File: config.mk
export PLATFORM = sky130hd
export DESIGN_NAME = bk16_mp_seq
export DESIGN_NICKNAME = d
export VERILOG_FILES = /design/src/rtl/bk16_mp_pkg.sv /design/src/rtl/bk16.sv /design/src/rtl/bk16_mp_seq.sv
export SDC_FILE = /design/constraint.sdc
export NUM_CORES = 1
export LEC_CHECK = 0
export BUFFER_PORTS_ARGS = -buffer_cell sky130_fd_sc_hd__buf_2
export CORE_MARGIN = 2
export CORE_UTILIZATION = 53
export DETAILED_ROUTE_END_ITERATION = 8
export PLACE_DENSITY = 0.77
export RECOVER_POWER = 25
export SLEW_MARGIN = 10
export SYNTH_ARGS = -nofsm -noshare
export SYNTH_HDL_FRONTEND = slang
export SYNTH_SLANG_ARGS = --single-unit
File: constraint.sdc
create_clock -name Clk -period 5.88 [get_ports Clk]
set_input_delay 0 -clock Clk [delete_from_list [all_inputs] [get_ports Clk]]
set_output_delay 0 -clock Clk [all_outputs]
set_load 0.01 [all_outputs]
File: src/rtl/bk16_mp_pkg.sv
// Shared types and helpers for the bk16 multi-precision add sequencer.
package bk16_mp_pkg;

    localparam int unsigned WORD_W    = 16;
    localparam int unsigned MAX_WORDS = 16;

    typedef enum logic [1:0] {IDLE, ADD, INC, DONE} state_t;

    // Callers zero-extend their operand to the full MAX_WORDS width.
    function automatic logic [WORD_W-1:0] word_sel(input logic [WORD_W*MAX_WORDS-1:0] vec,
                                                   input logic [3:0]                  idx);
        return vec[idx*WORD_W +: WORD_W];
    endfunction

endpackage

File: src/rtl/bk16.sv
// 16-bit Brent-Kung adder without carry-in.
module bk16 (
    output logic [15:0] Sum,
    output logic        Cout,
    input  logic [15:0] A,
    input  logic [15:0] B
);

    logic [15:0] w_h;
    logic [15:0] w_g;
    logic [15:0] w_p;

    always_comb begin
        w_h = A ^ B;
        w_g = A & B;
        w_p = A ^ B;
        // Up-sweep: node i absorbs the span ending at i - 2^l.
        for (int l = 0; l < 4; l++) begin
            for (int i = 0; i < 16; i++) begin
                if (((i + 1) % (2 ** (l + 1))) == 0) begin
                    w_g[i] = w_g[i] | (w_p[i] & w_g[4'(i - (2 ** l))]);
                    w_p[i] = w_p[i] & w_p[4'(i - (2 ** l))];
                end
            end
        end
        // Down-sweep fills in the remaining prefixes.
        for (int l = 2; l >= 0; l--) begin
            for (int i = 0; i < 16; i++) begin
                if ((((i + 1) % (2 ** (l + 1))) == (2 ** l)) && (i >= (2 ** (l + 1)))) begin
                    w_g[i] = w_g[i] | (w_p[i] & w_g[4'(i - (2 ** l))]);
                    w_p[i] = w_p[i] & w_p[4'(i - (2 ** l))];
                end
            end
        end
        Sum[0] = w_h[0];
        for (int i = 1; i < 16; i++) begin
            Sum[i] = w_h[i] ^ w_g[4'(i - 1)];
        end
        Cout = w_g[15];
    end

endmodule

File: src/rtl/bk16_mp_seq.sv
// Multi-precision adder sequencing one shared bk16 over WORDS 16-bit words, LSW first.
// Optional macro BK16_SKIP_INC_EN skips the INC phase for words entered with carry=0.
module bk16_mp_seq
    import bk16_mp_pkg::*;
#(
    parameter int unsigned WORDS = 4
) (
    input  logic                  Clk,
    input  logic                  Reset,
    input  logic                  Start,
    input  logic [WORD_W*WORDS-1:0] A,
    input  logic [WORD_W*WORDS-1:0] B,
    input  logic                  Cin,
    output logic                  Busy,
    output logic                  Done,
    output logic [WORD_W*WORDS-1:0] Sum,
    output logic                  Cout
);

    localparam int unsigned W = WORD_W * WORDS;

    state_t                   r_state;
    state_t                   w_state_d;
    logic [W-1:0]             r_a;
    logic [W-1:0]             r_b;
    logic [W-1:0]             r_work;
    logic [W-1:0]             r_sum;
    logic [3:0]               r_idx;
    logic                     r_carry;
    logic                     r_c1;
    logic                     r_cout;
    logic [WORD_W-1:0]        r_t;
    logic [WORD_W*MAX_WORDS-1:0] w_a_ext;
    logic [WORD_W*MAX_WORDS-1:0] w_b_ext;
    logic [WORD_W-1:0]        w_add_a;
    logic [WORD_W-1:0]        w_add_b;
    logic [WORD_W-1:0]        w_sum16;
    logic                     w_cout16;
    logic                     w_last;
    logic                     w_skip;

    bk16 u_bk16 (
        .Sum  (w_sum16),
        .Cout (w_cout16),
        .A    (w_add_a),
        .B    (w_add_b)
    );

`ifdef BK16_SKIP_INC_EN
    assign w_skip = ~r_carry;
`else
    assign w_skip = 1'b0;
`endif

    assign w_last = (r_idx == 4'(WORDS - 1));
    assign Busy   = (r_state != IDLE);
    assign Done   = (r_state == DONE);
    assign Sum    = r_sum;
    assign Cout   = r_cout;

    always_comb begin
        w_a_ext        = '0;
        w_b_ext        = '0;
        w_a_ext[W-1:0] = r_a;
        w_b_ext[W-1:0] = r_b;
        w_add_a        = word_sel(w_a_ext, r_idx);
        w_add_b        = word_sel(w_b_ext, r_idx);
        if (r_state == INC) begin
            w_add_a = r_t;
            w_add_b = {{(WORD_W-1){1'b0}}, r_carry};
        end
    end

    always_comb begin
        w_state_d = r_state;
        case (r_state)
            IDLE:    if (Start) w_state_d = ADD;
            ADD:     w_state_d = w_skip ? (w_last ? DONE : ADD) : INC;
            INC:     w_state_d = w_last ? DONE : ADD;
            DONE:    w_state_d = IDLE;
            default: w_state_d = IDLE;
        endcase
    end

    always_ff @(posedge Clk or posedge Reset) begin
        if (Reset) begin
            r_state <= IDLE;
            r_a     <= '0;
            r_b     <= '0;
            r_work  <= '0;
            r_sum   <= '0;
            r_idx   <= '0;
            r_carry <= 1'b0;
            r_c1    <= 1'b0;
            r_cout  <= 1'b0;
            r_t     <= '0;
        end else begin
            r_state <= w_state_d;
            case (r_state)
                IDLE: begin
                    if (Start) begin
                        r_a     <= A;
                        r_b     <= B;
                        r_carry <= Cin;
                        r_idx   <= '0;
                    end
                end
                ADD: begin
                    if (w_skip) begin
                        r_work[r_idx*WORD_W +: WORD_W] <= w_sum16;
                        r_carry                        <= w_cout16;
                        if (!w_last) r_idx <= r_idx + 4'd1;
                    end else begin
                        r_t  <= w_sum16;
                        r_c1 <= w_cout16;
                    end
                end
                INC: begin
                    r_work[r_idx*WORD_W +: WORD_W] <= w_sum16;
                    r_carry                        <= r_c1 | w_cout16;
                    if (!w_last) r_idx <= r_idx + 4'd1;
                end
                DONE: begin
                    r_sum  <= r_work;
                    r_cout <= r_carry;
                end
                default: ;
            endcase
        end
    end

endmodule

==> impl_metrics.tcl, run 1 <==
set metrics [dict create \
    arrival_ps 4560 \
    row_count 44 \
    numCtsBuffers 17 \
    worstSetupEndpointType "flop" \
    r2r_slack_ps 1590 \
    n_fill_cell 1032 \
    finalSetupViolCount 0 \
    dieArea_sq_mm 0.0155 \
    combinationalPowerShare_pct 47.6 \
    firstDrtPassIters 4 \
    synth_area_leaders "dfrtp_1 55%, mux2_2 19%, mux4_2 4.4%, buf_4 3.1%, nand2_1 2.6%" \
    cp_num_buf_inv 1 \
    dp_cells 838 \
    status "finished with violations" \
    period_minus_slack_ps 4290 \
    tns_ps 0 \
    stdcell_count 952 \
    grt_use_total_pct 23.2 \
    core_area_sq_mm 0.0144 \
    cts_setup_buffers 0 \
    synth_xor_area_share_pct 1.02 \
    synth_compound_area_share_pct 4.59 \
    drt-initial-drc-count 255 \
    rsz0062_at_grt "false" \
    fmax_ghz 0.233 \
    pwr-share-seq_pct 34.5 \
    synthFlopType "dfrtp_1" \
    worstPathMaxFanout 17 \
    slew_headroom_pct -129 \
    vias 5068 \
    cts_tree "yes" \
    power_switching_uw 2300 \
    worstMarginPinSlew_ps 3410 \
    grt_pass1_wl_microns 28000 \
    grt_start_max_net_pins 91 \
    gp_congestion 0.783 \
    grt_pass1_vias 5520 \
    ir_drop_v 0.000365 \
    critPathTopFamily "flip-flops" \
    yosysWarningCount 0 \
    synthAdderAreaFrac_pct 2.66 \
    cp-start-kind "flop" \
    clockPowerShare_pct 17.9 \
    mostFrequentLayoutCells "170 x dfrtp_1, 129 x mux2_2, 108 x buf_2, 83 x dlygate4sd3_1, 54 x nand2_1" \
    synth-seq-cells 170 \
    final_common_cell "dfrtp_1" \
    violations "max-capacitance violations, max-slew violations" \
    diodes 0 \
    initial_core_util_pct 53.6 \
    post_drt_wl_per_cell_microns 18.2 \
    clkTransAtPathRegs_ps 60 \
    power.density_mw_per_mm2 608 \
    cts.sinks 170 \
    fin_crit_sh_pct 72.9 \
    drcViolationCount 0 \
    synth_edf_count 0 \
    die_h_microns 125 \
    synth_area_leader_cell "dfrtp_1" \
    antenna_left 0 \
    netlist.area_leader.share_pct 55.2 \
    viasPerCell 5.32 \
    power_leakage_uw 0.00450 \
    syn_to_final_growth_pct 24.9 \
    clk_latency_ps 430 \
    timing.max_cap.violations 1 \
    multi_input_area_sq_mm 0.00310 \
    die_w_microns 125 \
    slew_viol_final 82 \
    antenna_found_initial 0 \
    synth.cell_area_sq_mm 0.00771 \
    cts_buffer_depth 2 \
    syn_area_per_cell_sq_um 13.9 \
    clk_root_buffer_cell "clkbuf_16" \
    hold_class "primary input to flop" \
    crit_type "flop to flop" \
    yosys.area_share.simple_pct 6.01 \
    drt-total-wl_microns 17300 \
    clock_skew_ps 12.6 \
    max_stage_delay_ps 960 \
    drive_gt1_share_pct 38.4 \
    portBuffers 122 \
    seqCellArea_sq_mm 0.00425 \
    required_ps 6150 \
    async_reset_ff_share_pct 100 \
    ios 199 \
    grt-ovfl-total 0 \
    crit_chain "buf_4, mux4_2, a22o_1, ha_1, o211ai_1, a21oi_1, nand2b_1, fa_1, xnor2_1, o31ai_1" \
    ys_types 44 \
    cp_slowest_cell "dfrtp_1" \
    cts_max_level 4 \
    yosysSeqAreaShare_pct 55.2 \
    sw_frac_of_total_pct 39.3 \
    hpwlAfterDp_microns 10700 \
    synthMuxAreaShare_pct 24.5 \
    final_nets 902 \
    synth_top_family_by_area "multiplexers" \
    hold_viol 0 \
    syn_inst 556 \
    p_int_uw 3550 \
]
layer usage:
layer	part of all wire [%]	global-route usage, %	vias up
met5	0	0	-
met1	39	27.4	2562
met3	6.0	6.19	28
li1	-	-	2311
met2	54	41.6	167
met4	1.7	7.07	0
registers in the layout, summed over array words and instances, names as in the netlist, 2 cells and up:
register  count
r_t           9
r_b          40
Sum          36
r_state       2
r_a          40
r_idx         4
r_work       36
power groups by stage:
| stage | combinational (uW) | clock [uW] | sequential (uW) |
|---|---|---|---|
| 6_report | 2790 | 1050 | 2020 |
| 5_1_grt | 3010 | 1110 | 2080 |
| 4_1_cts | 2800 | 1050 | 2000 |
| 3_5_place_dp | 2750 | 0 | 2020 |
| 3_3_place_gp | 2640 | 0 | 1980 |
| 2_1_floorplan | 1950 | 0 | 1950 |
worst register-to-register path, delay by kind of cell, from the launching register on:
family                     cells  cell delay [ps]
DFF                            1              960
adders and majority gates      2              730
AOI/OAI and AO/OA              4              700
xor gates and xnor gates       1              610
muxes                          1              580
buffers and inverters          1              390
and+or+nand+nor                1              160
synth_stat cells (3+ instances only):
cell type  instances
nand3_1            6
nand2_1           54
nand2b_1           5
ha_1              10
o21ai_0           12
o31ai_1            8
clkbuf_1           6
buf_2              9
o211ai_1           3
dfrtp_1          170
mux2_2           129
fa_1               4
buf_6              9
and3_1             7
mux4_2            15
xnor2_1            4
o21ai_1           14
buf_4             32
mux4_1             3
a21oi_1            3
a22o_1             8
xor2_1             5
nor2_1             9
inv_1              8
final timing paths:
path | from | endpoint | cells past startpoint
max | r_idx[0] | r_work[55] | 10
min | B[19] | r_b[19] | 3
max reg2reg | r_idx[0] | r_work[55] | 10
min reg2reg | r_work[24] | r_work[24] | 2
max in group asynchronous | Reset | r_work[36] | 4
min in group asynchronous | Reset | r_a[4] | 3
logic make-up after synthesis:
group | after synthesis
buffers and inverters | 65
other | 1
muxes | 149
adders and majority gates | 14
xor gates and xnor gates | 9
and+or+nand+nor | 95
DFF | 170
AOI/OAI and AO/OA | 53
per-stage QoR:
step	power [uW]	area, sq um	utilization (%)	setup WS, ps	hold WS, ps
after floorplan	3890	7810	-	1280	152
after global placement	4620	8270	57.6	1690	156
after detailed placement	4770	8270	57.6	1610	170
after CTS	5860	9650	67.2	1600	270
after global routing	6200	9630	67.0	1440	340
final	5850	9630	67.0	1590	328
layout make-up:
cell class	count	share of cell area [%]
multi-input combinational	348	32.2
sequential	170	44.2
clock inverter	8	0.728
clock buffer	23	4.96
inverter	8	0.325
timing repair buffer	211	15.3
tap	184	2.39
timing repair:
| action | CTS | global route |
|---|---|---|
| endpoints found under the hold margin | 162 | 0 |
| resized for setup | 0 | 0 |
| hold buffers | 83 | 0 |
Note: power is estimated with default switching activity, not from simulation.
==> run 2, diff against run 1 <==
--- a/config.mk
+++ b/config.mk
@@ -5,11 +5,12 @@
 export SDC_FILE = /design/constraint.sdc
 export NUM_CORES = 1
 export LEC_CHECK = 0
+export ABC_AREA = 1
 export BUFFER_PORTS_ARGS = -buffer_cell sky130_fd_sc_hd__buf_2
 export CORE_MARGIN = 2
-export CORE_UTILIZATION = 53
+export CORE_UTILIZATION = 54
 export DETAILED_ROUTE_END_ITERATION = 8
-export PLACE_DENSITY = 0.77
+export PLACE_DENSITY = 0.78
 export RECOVER_POWER = 25
 export SLEW_MARGIN = 10
 export SYNTH_ARGS = -nofsm -noshare
==> constraint.sdc (replaced) <==
create_clock -name Clk -period 4.3 [get_ports Clk]
set_input_delay 0 -clock Clk [delete_from_list [all_inputs] [get_ports Clk]]
set_output_delay 0 -clock Clk [all_outputs]
set_load 0.01 [all_outputs]
==> impl_metrics.tcl, run 2 <==
set metrics [dict create \
    n_fill_cell 1145 \
    grt_pass1_wl_microns 32100 \
    cts_buffer_depth 2 \
    grt-busiest-layer "met2" \
    async_reset_ff_share_pct 100 \
    yosysWarningCount 0 \
    drcViolationCount 0 \
    clk_latency_ps 430 \
    power_leakage_uw 0.00513 \
    syn_to_final_growth_pct 24.4 \
    gp_congestion 0.866 \
    antenna_left 0 \
    use_met3_pct 6.08 \
    multi_input_area_sq_mm 0.00314 \
    vias 6858 \
    power_switching_uw 3610 \
    firstDrtPassIters 5 \
    hold_class "primary input to flop" \
    ys_types 37 \
    post-place-ws_ps 588 \
    cts_resized 0 \
    dieArea_sq_mm 0.0157 \
    min-delay-start "B[34]" \
    status "finished with violations" \
    hpwlAfterDp_microns 11700 \
    finalSetupViolCount 0 \
    critPathMostFrequentCell "nand2_1" \
    numCtsBuffers 17 \
    worstMarginPinSlew_ps 2230 \
    r2r_slack_ps 540 \
    cts_tree "yes" \
    diodes 0 \
    portBuffers 122 \
    synth_common_cells "411 x nand2_1, 170 x dfrtp_1, 64 x o21ai_0" \
    period_minus_slack_ps 3760 \
    final_cell_area_sq_mm 0.00988 \
    dpl-instance-area_sq_mm 0.00853 \
    fin_crit_sh_pct 87.4 \
    worstSetupEndpointType "flop" \
    slew_viol_final 171 \
    cts_setup_buffers 0 \
    cp_num_buf_inv 3 \
    final_nets 1289 \
    clkTransAtPathRegs_ps 70 \
    tns_ps 0 \
    post_drt_wl_per_cell_microns 14.5 \
    cp_slowest_cell "nor2_1" \
    sw_frac_of_total_pct 45.0 \
    use_met1_pct 33.4 \
    p_int_uw 4420 \
    syn_area_per_cell_sq_um 8.29 \
    synth_area_leader_cell "dfrtp_1" \
    grt_use_met2_pct 42.0 \
    rsz0062_at_grt "false" \
    synth-seq-cells 170 \
    core_area_sq_mm 0.0144 \
    grt_use_total_pct 25.6 \
    viasPerCell 5.12 \
    pwr-share-seq_pct 33.2 \
    syn_inst 958 \
    timing.max_cap.violations 1 \
    worstPathMaxFanout 14 \
    cp-start-kind "flop" \
    arrival_ps 4060 \
    required_ps 4600 \
    cts.sinks 170 \
    yosysSeqAreaShare_pct 53.6 \
    hold_path_depth 4 \
    ios 199 \
    r2r_end "r_work[23]" \
    final_common_cell "nand2_1" \
    drt-total-wl_microns 19400 \
    fmax_ghz 0.266 \
    clockPowerShare_pct 18.8 \
    timing.rr.start "r_idx[2]" \
    top_regs "r_a: 40 flops, r_b: 40 flops" \
    grt_pass1_vias 6701 \
    clk_root_buffer_cell "clkbuf_16" \
    synthFlopType "dfrtp_1" \
    crit_chain "inv_2, nand2_1, nor2_1, inv_1, a21oi_1, ha_1, nand3_1, nand2_1, nand3_1, nand2_1, fa_1, or2_2, nand2_1, nor2_1, inv_1, o31ai_1" \
    power.density_mw_per_mm2 813 \
    cts_hold_buffers 82 \
    seqCellArea_sq_mm 0.00425 \
    min_to "r_b[34]" \
    ir_drop_v 0.000526 \
    initial_core_util_pct 55.0 \
    netlist.area_leader.share_pct 53.6 \
    drt-initial-drc-count 479 \
    row_count 44 \
    grt_start_max_net_pins 171 \
    clock_skew_ps 9.04 \
    grt-ovfl-total 0 \
    die_w_microns 125 \
    yosysMostFrequentCell "nand2_1" \
    critPathTopFamily "simple AND/OR/NAND/NOR gates" \
    synth.cell_area_sq_mm 0.00794 \
    antenna_found_initial 0 \
    die_h_microns 125 \
    mostFrequentLayoutCells "410 x nand2_1, 170 x dfrtp_1, 84 x buf_2, 82 x dlygate4sd3_1, 64 x o21ai_0" \
    max_stage_delay_ps 700 \
    hold_viol 0 \
    slew_headroom_pct -48.8 \
    synth_area_leaders "dfrtp_1 54%, nand2_1 19%, o21ai_0 4.0%, buf_4 2.7%, nor2_1 2.6%" \
    r2r_cells 16 \
    timing.final.ws_setup_ps 544 \
    utilization_pct 68.5 \
    drive_gt1_share_pct 13.2 \
    synth_edf_count 0 \
    crit_type "flop to flop" \
    violations "max-capacitance violations, max-slew violations" \
    cts_max_level 4 \
    combinationalPowerShare_pct 48.0 \
]
-- run 2: cell count changes in the layout (fill, tap and decap cells not counted), sizes merged, moves of 7 or more --
| cell | change |
|---|---|
| a21oi | +21 |
| mux2 | -129 |
| nor2 | +49 |
| and3 | -7 |
| mux4 | -18 |
| inv | +54 |
| nand3 | +20 |
| nand2 | +357 |
| o21ai | +51 |
| buf | -23 |
| o22ai | +11 |
| clkbuf | +21 |
-- run 2: worst reg2reg max path: cells and delay by family (launching register included) --
family	cells	cell delay [ps]
simple gates	9	1600
fa+ha+maj	2	680
buf+inv	3	510
compound gates	2	430
flops	1	410
-- run 2: layout make-up --
cell class,instances,share of cell area [%]
tap,184,2.33
sequential,170,43.1
multi-input combinational,682,31.7
timing repair buffer,212,14.6
clock buffer,19,4.48
inverter,60,2.32
clock inverter,12,1.42
-- run 2: logic make-up (layout without fill, tap and decap cells) --
group	Yosys count	after routing	synth area share, %
and+or+nand+nor	506	506	25.6
DFF	170	170	53.6
AOI/OAI and AO/OA	133	133	9.87
buffers and inverters	133	303	8.23
adders and majority gates	14	14	2.58
other	1	28	0.0472
xor gates and xnor gates	1	1	0.110
-- run 2: per-layer routing --
| layer | wire [microns] | up-vias | part of all wire [%] |
|---|---|---|---|
| met3 | 1110 | 39 | 5.7 |
| met4 | 446 | 0 | 2.3 |
| li1 | - | 3342 | - |
| met2 | 9450 | 222 | 49 |
| met1 | 8420 | 3255 | 43 |
| met5 | 0 | - | 0 |
-- run 2: how the worst max path moves through the flow --
stage / start / endpoint / slack [ps] / cells past startpoint
floorplan: r_idx[0] / r_work[23] / 1320 / 21
detailed placement: r_idx[2] / r_work[23] / 590 / 16
CTS: r_idx[3] / r_work[23] / 580 / 16
global placement: r_idx[2] / r_work[23] / 730 / 16
global route: r_idx[3] / r_work[55] / 270 / 16
finish: r_idx[2] / r_work[23] / 540 / 16
-- run 2: through the flow --
step                hold WS (ps)  power [uW]  std cells
floorplan                    110        5340        985
global placement             195        6320       1226
detailed placement           196        6470       1226
CTS                          278        8060       1339
global route                 293        8640       1339
finish                       289        8030       1339
-- run 2: power by group through the flow --
stage	registers, uW	logic [uW]	clock network [uW]
2_1_floorplan	2670	2670	0
3_3_place_gp	2640	3690	0
3_5_place_dp	2670	3800	0
4_1_cts	2650	3880	1530
5_1_grt	2740	4300	1600
6_report	2660	3860	1510
